$ cat config.mk
export PLATFORM = sky130hd
export DESIGN_NAME = mac_dot_sequencer
export DESIGN_NICKNAME = d
export VERILOG_FILES = /design/src/rtl/mac_seq_pkg.sv /design/src/rtl/sync_fifo.sv /design/src/rtl/mac_dot_sequencer.sv
export SDC_FILE = /design/constraint.sdc
export NUM_CORES = 1
export LEC_CHECK = 0
export BUFFER_PORTS_ARGS = -buffer_cell sky130_fd_sc_hd__buf_2
export CAP_MARGIN = 20
export CORE_MARGIN = 5
export CORE_UTILIZATION = 54
export DETAILED_ROUTE_END_ITERATION = 8
export GPL_ROUTABILITY_DRIVEN = 0
export GPL_TIMING_DRIVEN = 0
export PLACE_DENSITY = 0.8
export SLEW_MARGIN = 20
export SYNTH_ARGS = -nofsm -noshare
export SYNTH_HDL_FRONTEND = slang
export SYNTH_SLANG_ARGS = --single-unit
$ cat constraint.sdc
create_clock -name clk -period 3 [get_ports clk]
set_input_delay 0.15 -clock clk [delete_from_list [all_inputs] [get_ports clk]]
set_output_delay 0.15 -clock clk [all_outputs]
set_load 0.005 [all_outputs]
$ cat src/rtl/mac_seq_pkg.sv
// Shared types and default widths for the MAC dot-product sequencer.
package mac_seq_pkg;

   localparam int DEF_OP_WIDTH   = 8;
   localparam int DEF_ACC_WIDTH  = 32;
   localparam int DEF_LEN_WIDTH  = 8;
   localparam int DEF_FIFO_DEPTH = 4;

   typedef enum logic [2:0] {
      IDLE,
      CLEAR,
      FEED,
      SETTLE,
      OUTPUT
   } seq_state_t;

endpackage

$ cat src/rtl/sync_fifo.sv
// Small synchronous FIFO with a first-word-fall-through head.
// Depth must be a power of two so the pointers wrap on their own.
module sync_fifo #(
   parameter int WIDTH = 16,
   parameter int DEPTH = 4
) (
   input  logic             clk,
   input  logic             reset,
   input  logic             push,
   input  logic             pop,
   input  logic [WIDTH-1:0] push_data,
   output logic [WIDTH-1:0] head,
   output logic             full,
   output logic             empty
);

   localparam int PTR_W = $clog2(DEPTH);
   localparam logic [PTR_W:0] FULL_LEVEL = DEPTH[PTR_W:0];
   localparam logic [PTR_W-1:0] PTR_ONE = 1;
   localparam logic [PTR_W:0] LEVEL_ONE = 1;

   logic [WIDTH-1:0] mem [DEPTH];
   logic [PTR_W-1:0] wr_ptr;
   logic [PTR_W-1:0] rd_ptr;
   logic [PTR_W:0]   level;
   logic             do_push;
   logic             do_pop;

   assign full    = (level == FULL_LEVEL);
   assign empty   = (level == '0);
   assign do_push = push & ~full;
   assign do_pop  = pop & ~empty;
   assign head    = mem[rd_ptr];

   // Pointer and occupancy bookkeeping; reset discards everything queued.
   always_ff @(posedge clk) begin
      if (reset) begin
         wr_ptr <= '0;
         rd_ptr <= '0;
         level  <= '0;
      end else begin
         if (do_push) wr_ptr <= wr_ptr + PTR_ONE;
         if (do_pop)  rd_ptr <= rd_ptr + PTR_ONE;
         if (do_push && !do_pop)      level <= level + LEVEL_ONE;
         else if (!do_push && do_pop) level <= level - LEVEL_ONE;
      end
   end

   // Storage array needs no reset; only entries behind the pointers are ever read.
   always_ff @(posedge clk) begin
      if (do_push) mem[wr_ptr] <= push_data;
   end

endmodule

$ cat src/rtl/mac_dot_sequencer.sv
// Streams buffered operand pairs into an external Mac for a programmable-length
// dot product, then hands the accumulator value downstream over valid/ready.
module mac_dot_sequencer
   import mac_seq_pkg::*;
#(
   parameter int OP_WIDTH   = DEF_OP_WIDTH,
   parameter int ACC_WIDTH  = DEF_ACC_WIDTH,
   parameter int LEN_WIDTH  = DEF_LEN_WIDTH,
   parameter int FIFO_DEPTH = DEF_FIFO_DEPTH
) (
   input  logic                 clk,
   input  logic                 reset,
   input  logic                 start,
   input  logic [LEN_WIDTH-1:0] cfg_len,
   output logic                 busy,
   input  logic                 in_valid,
   output logic                 in_ready,
   input  logic [OP_WIDTH-1:0]  in_a,
   input  logic [OP_WIDTH-1:0]  in_b,
   output logic                 mac_clear,
   output logic                 mac_hold,
   output logic [OP_WIDTH-1:0]  mac_a,
   output logic [OP_WIDTH-1:0]  mac_b,
   input  logic [ACC_WIDTH-1:0] mac_c,
   output logic                 res_valid,
   input  logic                 res_ready,
   output logic [ACC_WIDTH-1:0] res_data
);

   localparam logic [LEN_WIDTH-1:0] LEN_ONE = 1;

   seq_state_t state;
   seq_state_t next_state;

   logic [LEN_WIDTH-1:0]    len;
   logic [LEN_WIDTH-1:0]    count;
   logic                    fifo_full;
   logic                    fifo_empty;
   logic                    pop;
   logic                    last_pop;
   logic [2*OP_WIDTH-1:0]   fifo_head;

   assign in_ready = ~fifo_full;
   assign pop      = (state == FEED) && !fifo_empty;
   assign last_pop = pop && (count == len - LEN_ONE);

   sync_fifo #(
      .WIDTH (2*OP_WIDTH),
      .DEPTH (FIFO_DEPTH)
   ) u_fifo (
      .clk       (clk),
      .reset     (reset),
      .push      (in_valid & ~fifo_full),
      .pop       (pop),
      .push_data ({in_a, in_b}),
      .head      (fifo_head),
      .full      (fifo_full),
      .empty     (fifo_empty)
   );

   // State register.
   always_ff @(posedge clk) begin
      if (reset) state <= IDLE;
      else       state <= next_state;
   end

   // Next-state logic: a zero-length run skips FEED entirely.
   always_comb begin
      next_state = state;
      unique case (state)
         IDLE:    if (start) next_state = CLEAR;
         CLEAR:   next_state = (len == '0) ? SETTLE : FEED;
         FEED:    if (last_pop) next_state = SETTLE;
         SETTLE:  next_state = OUTPUT;
         OUTPUT:  if (res_ready) next_state = IDLE;
         default: next_state = IDLE;
      endcase
   end

   // Mac controls: operands only reach the Mac on a popping FEED cycle, zero otherwise.
   always_comb begin
      busy      = (state != IDLE);
      res_valid = (state == OUTPUT);
      mac_clear = (state == CLEAR);
      mac_hold  = 1'b1;
      mac_a     = '0;
      mac_b     = '0;
      if (pop) begin
         mac_hold = 1'b0;
         mac_a    = fifo_head[2*OP_WIDTH-1:OP_WIDTH];
         mac_b    = fifo_head[OP_WIDTH-1:0];
      end
   end

   // Run length, pop counter and the captured result.
   always_ff @(posedge clk) begin
      if (reset) begin
         len      <= '0;
         count    <= '0;
         res_data <= '0;
      end else begin
         if (state == IDLE && start) begin
            len   <= cfg_len;
            count <= '0;
         end
         if (pop)             count    <= count + LEN_ONE;
         if (state == SETTLE) res_data <= mac_c;
      end
   end

endmodule

Yosys cells after proc, flatten, opt, wreduce, memory -nomap -nowiden
Memory sizes are Yosys's and may differ from the RTL's. A register that Yosys moved wholly into a read port is not among the register bits.
Cells that the tools add are included.
{"block": "classes", "n_eq_ne": 9, "muxes": 16, "n_reduce_logical": 15, "n_bitwise": 5, "addsub": 6}
{"cell": "8-bit 2-to-1 mux", "n": 4}
{"cell": "3-bit 2-to-1 mux", "n": 5}
{"cell": "3-bit case mux with 5 select lines", "n": 1}
{"cell": "8-bit by 1-bit adder with 8-bit output (second input constant)", "n": 1}
{"cell": "8-bit == test", "n": 1}
{"cell": "8-bit zero test", "n": 1}
{"cell": "8-bit by 1-bit subtractor with 8-bit output (second input constant)", "n": 1}
{"cell": "3-bit by 2-bit == test with 1-bit output (second input constant)", "n": 2}
{"cell": "3-bit == test (second input constant)", "n": 2}
{"cell": "3-bit zero test", "n": 2}
{"cell": "1-bit logical AND", "n": 5}
{"cell": "2-bit by 1-bit adder with 2-bit output (second input constant)", "n": 2}
{"cell": "1-bit 2-to-1 mux", "n": 4}
{"cell": "2-bit 2-to-1 mux", "n": 2}
{"cell": "2-bit inequality test (second input constant)", "n": 2}
{"cell": "2-bit nonzero test", "n": 2}
{"cell": "3-bit by 1-bit adder with 3-bit output (second input constant)", "n": 1}
{"cell": "1-bit bitwise AND", "n": 3}
{"cell": "3-bit by 1-bit == test with 1-bit output (second input constant)", "n": 1}
{"cell": "1-bit zero test", "n": 3}
{"cell": "3-bit AND reduction", "n": 1}
{"cell": "3-bit nonzero test", "n": 1}
{"cell": "3-bit by 1-bit subtractor with 3-bit output (second input constant)", "n": 1}
{"cell": "2-bit by 1-bit inequality test with 1-bit output (second input constant)", "n": 1}
{"cell": "1-bit NOT", "n": 2}
{"block": "totals", "elab_cells": 59, "n_memories": 1, "ramBits": 64, "output_inout_bits": 53, "reg_bits": 58}
{"memory": "u_fifo.mem", "words": 4, "word_bits": 16, "read_ports": 1, "rd_ports_with_merged_regs": 1, "write_ports": 1, "line_no": "sync_fifo.sv:22", "source": "logic [WIDTH-1:0] mem [DEPTH];"}

Longest topological paths before layout
{"block": "depth", "depth_word": 8, "ltp_mapped": 10}

Cells and area by module
A second synthesis with hierarchy kept.
{"block": "unflattened", "hier_cells": 427, "hier_area_um2": 5086.1}
{"mod": "sync_fifo", "instances": 1, "area_each_um2": 2793.9, "cells_per_inst": 132}
{"mod": "mac_dot_sequencer", "instances": 1, "area_each_um2": 2292.2, "cells_per_inst": 295}

Least setup slack after synthesis
OpenSTA, ideal clock, no wires.
{"block": "synth_path", "path_type": "reg2reg", "start": "reg u_fifo.level[0]", "end": "reg u_fifo.level[2]", "path_slack_ns": 0.701, "arrival_ns": 2.228, "path_buffers": 0, "path_stages_with_launch": 10, "period_less_slack_ns": 2.299, "path_cell_list": "dfxtp_1 nor3_1 nor2_4 inv_2 ha_1 inv_1 fa_1 xor2_1 or3_1 a21oi_1"}
{"block": "synth_between", "elab_chain_cells": 7}
{"item": "start, declared", "line_no": "sync_fifo.sv:25", "source": "logic [PTR_W:0] level;"}
{"item": "start signal, assigned", "line_no": "sync_fifo.sv:44", "source": "if (do_push && !do_pop) level <= level + LEVEL_ONE;"}
{"item": "start signal, assigned", "line_no": "sync_fifo.sv:45", "source": "else if (!do_push && do_pop) level <= level - LEVEL_ONE;"}
{"item": "3-bit == test or 3-bit zero test (tied branches)", "line_no": "sync_fifo.sv:29, sync_fifo.sv:30"}
{"item": "1-bit NOT or 1-bit zero test (tied branches)", "line_no": "sync_fifo.sv:31, mac_dot_sequencer.sv:53, mac_dot_sequencer.sv:44"}
{"item": "1-bit bitwise AND or 1-bit logical AND (tied branches)", "line_no": "mac_dot_sequencer.sv:53, mac_dot_sequencer.sv:44"}
{"item": "1-bit bitwise AND, on equally long branches", "line_no": "sync_fifo.sv:31, sync_fifo.sv:32"}
{"item": "1-bit zero test, on equally long branches", "line_no": "sync_fifo.sv:45, sync_fifo.sv:44"}
{"item": "1-bit logical AND, on equally long branches", "line_no": "sync_fifo.sv:45, sync_fifo.sv:44"}
{"item": "2-bit nonzero test (no source line) or 3-bit 2-to-1 mux (tied branches)"}
Parallel ways exist; a longest one is shown, timed or not. The select of a mux whose other input is x is not followed.
A chain may end at the register's enable or synchronous reset.

==> impl_metrics.tcl <==
set metrics [dict create \
    finalHoldViolCount 0 \
    p_int_mw 3.92 \
    ys_warn_count 0 \
    synth_cell_types 41 \
    slew_headroom_pct 38.7 \
    cts.path.max_buffers 2 \
    ys_seq_area_share_pct 62.4 \
    hold_class "input port to flip-flop" \
    drive_gt1_share_pct 27.7 \
    irDropWorstVdd_mv 0.575 \
    drtAntennaViolNets 0 \
    path_class "flip-flop to output pin" \
    hp-start "reset" \
    syn-num-nets 489 \
    min_to "state[0]$_SDFFE_PP0P_" \
    synth_area_per_cell_um2 11.9 \
    fmax_mhz 389 \
    r2r_cells 9 \
    grt_pass1_wl_mm 21.0 \
    synthTopCellsByArea "edfxtp_1 (38%), dfxtp_1 (24%), mux4_2 (7.2%)" \
    vias_per_cell 5.40 \
    power_frac_seq_pct 38.5 \
    routed_wl_mm 12.5 \
    cp.required_ps 2850 \
    initial_core_util_pct 54.7 \
    drc 0 \
    numClockSinks 124 \
    avgRoutedWirePerCell_um 17.1 \
    synth-seq-cells 124 \
    min_path_cells 4 \
    status "complete, no violations" \
    crit_fanout 10 \
    numCtsBuffers 17 \
    pin_count 114 \
    power_frac_comb_pct 23.4 \
    crit-reg2reg-launch "u_fifo.level[0]$_SDFFE_PP0P_" \
    n_antenna_cell 0 \
    maxCapViolations 0 \
    fp.dieH_um 106 \
    startpoint_type "flip-flop" \
    powerDensity_nw_per_um2 805 \
    reg2reg_setup_slack_ps 470 \
    rows 35 \
    reg2reg_to "u_fifo.level[2]$_SDFFE_PP0P_" \
    path_clk_slew_ps 60 \
    drt_iter0_markers 210 \
    worst_skew_pair.late_latency_ps 510 \
    track_usage_pct 23.7 \
    skew_ps 11.1 \
    setup_violations 0 \
    worst-slew-pin-transition_ps 920 \
    p_leak_nw 2.69 \
    post-dp-hpwl_mm 7.50 \
    slew_violations 0 \
    final_cell_area_um2 6900 \
    drtPass1Iterations 4 \
    grt_max_degree 17 \
    final_nets 678 \
    fin_tns_setup_ps 0 \
    pwr-share-clk_pct 38.1 \
    dieArea_um2 11300 \
    htree_levels 4 \
    rsz0062_at_grt "no" \
    layout_setup_ws_ps 431 \
    place_ws_ps 491 \
    grt_antenna_before_repair 0 \
    p_sw_share_pct 29.4 \
    min_period_ps 2570 \
    arrival_ps 2420 \
    synthesis.area_um2 5000 \
    synth_top_cell_area_share_pct 38.4 \
    cts_tree "built" \
    post-route-period-util_pct 85.6 \
    placed_area_um2 5710 \
    yosysTopAreaCell "edfxtp_1" \
    fp.coreArea_um2 9150 \
    die_x_um 106 \
    cts_root_buffer "clkbuf_8" \
    syn_to_final_growth_pct 37.8 \
    synthCells 420 \
    critPathCaptureType "output pin" \
    power_switching_mw 1.63 \
    routed-via-count 3955 \
    overflow 0 \
    portBuffers 113 \
    grt_pass1_vias 4359 \
]
## routing by layer
| layer | GRT usage, % | share of wire, % | vias to the layer above | wire length, µm |
|---|---|---|---|---|
| met4 | 10.5 | 2.9 | 0 | 365 |
| li1 | - | - | 1858 | - |
| met3 | 6.44 | 5.6 | 40 | 705 |
| met2 | 40.9 | 52 | 155 | 6520 |
| met5 | 0 | 0 | - | 0 |
| met1 | 27.6 | 40 | 1902 | 4960 |
## cell usage after synthesis
library cell	n
o21ai_0	2
edfxtp_1	64
clkbuf_1	18
mux4_2	16
fa_1	1
nor4_4	1
mux2_1	1
nand4b_1	1
nand4_1	1
buf_2	3
inv_1	6
or3_1	1
nor3_1	7
inv_2	1
and2_1	18
a211oi_1	2
ha_1	7
a22oi_1	1
nor2_4	1
and3b_1	1
nand2b_1	2
nand2_1	90
a2111oi_0	1
nor2_1	20
nor3b_1	2
o211ai_1	1
xnor2_1	17
o21ai_1	2
and3_1	4
nor4_1	3
or3b_4	1
a21oi_1	45
buf_1	1
nand3b_1	3
mux2i_1	3
xor2_1	3
o211a_1	1
dfxtp_1	60
nor3_2	2
nand3_1	4
buf_6	2
## power by group through the flow
stage	combinational [mW]	sequential (mW)	clock [mW]
2_1_floorplan	0.861	2.14	0
3_3_place_gp	1.17	2.15	0
3_5_place_dp	1.22	2.17	0
4_1_cts	1.29	2.13	2.12
6_report	1.30	2.14	2.11
5_1_grt	1.45	2.16	2.21
## per-stage QoR
stage               std cells  util [%]  power, mW  hold WS (ps)
finish                    733      75.3       5.55           112
detailed placement        644      62.4       3.38           367
global placement          644      62.4       3.32           361
global route              733      75.3       5.82           125
floorplan                 420         -       3.01           249
CTS                       733      75.3       5.55          81.0
## worst max-delay path: stages, from the launching register on
cell	delay, ps
dfxtp_1	300
clkbuf_1	330
clkbuf_1	560
mux4_2	420
and2_1	180
buf_2	130
## worst max-delay path by stage
stage                                            start                      endpoint  slack, ps
after global routing      u_fifo.level[0]$_SDFFE_PP0P_  u_fifo.level[2]$_SDFFE_PP0P_        230
final                                        flip-flop                      mac_a[3]        430
after CTS                                    flip-flop                      mac_a[3]        390
after detailed placement  u_fifo.level[0]$_SDFFE_PP0P_  u_fifo.level[2]$_SDFFE_PP0P_        490
after global placement    u_fifo.level[0]$_SDFFE_PP0P_  u_fifo.level[2]$_SDFFE_PP0P_        520
after floorplan           u_fifo.level[0]$_SDFFE_PP0P_  u_fifo.level[2]$_SDFFE_PP0P_        700
## kinds of logic (layout without fill, tap and decap cells)
| kind of cell | Yosys count | in the layout | synth area share (%) |
|---|---|---|---|
| AOI/OAI and AO/OA | 55 | 55 | 5.88 |
| muxes | 20 | 20 | 8.03 |
| xor gates and xnor gates | 20 | 20 | 3.50 |
| buffers and inverters | 31 | 233 | 2.70 |
| and+or+nand+nor | 162 | 162 | 15.3 |
| DFF | 124 | 124 | 62.4 |
| adders and majority gates | 8 | 8 | 2.15 |
## placed cells by master, fill, tap and decap left out, types with 17 or more instances in the layout
master,netlist,final
edfxtp_1,64,64
dlygate4sd3_1,0,57
clkbuf_1,18,18
nand2_1,90,90
buf_2,3,116
dfxtp_1,60,60
xnor2_1,17,17
nor2_1,20,20
a21oi_1,45,45
and2_1,18,18
## what timing repair did
action	in CTS	in global routing
hold endpoints to repair	105	0
buffers inserted	0	0
gates resized for setup	0	0
hold buffers	57	0
## final cells by class
cell class,count,area [µm²]
flip-flops and latches,124,3120
fillers,523,2260
multi-input cells,265,1750
repair buffers,170,1140
clock buffers,17,414
clock inverters,15,201
well taps,111,139
plain buffers,24,109
inverters,7,26.3
## flip-flops by register name, summed over array words and instances (netlist names), named ones only
signal / flops
u_fifo.mem: 64
u_fifo.level: 3
len: 8
u_fifo.wr_ptr: 2
u_fifo.rd_ptr: 2
count: 8
res_data: 32
state: 3
Power figures use the tool's default switching activity.
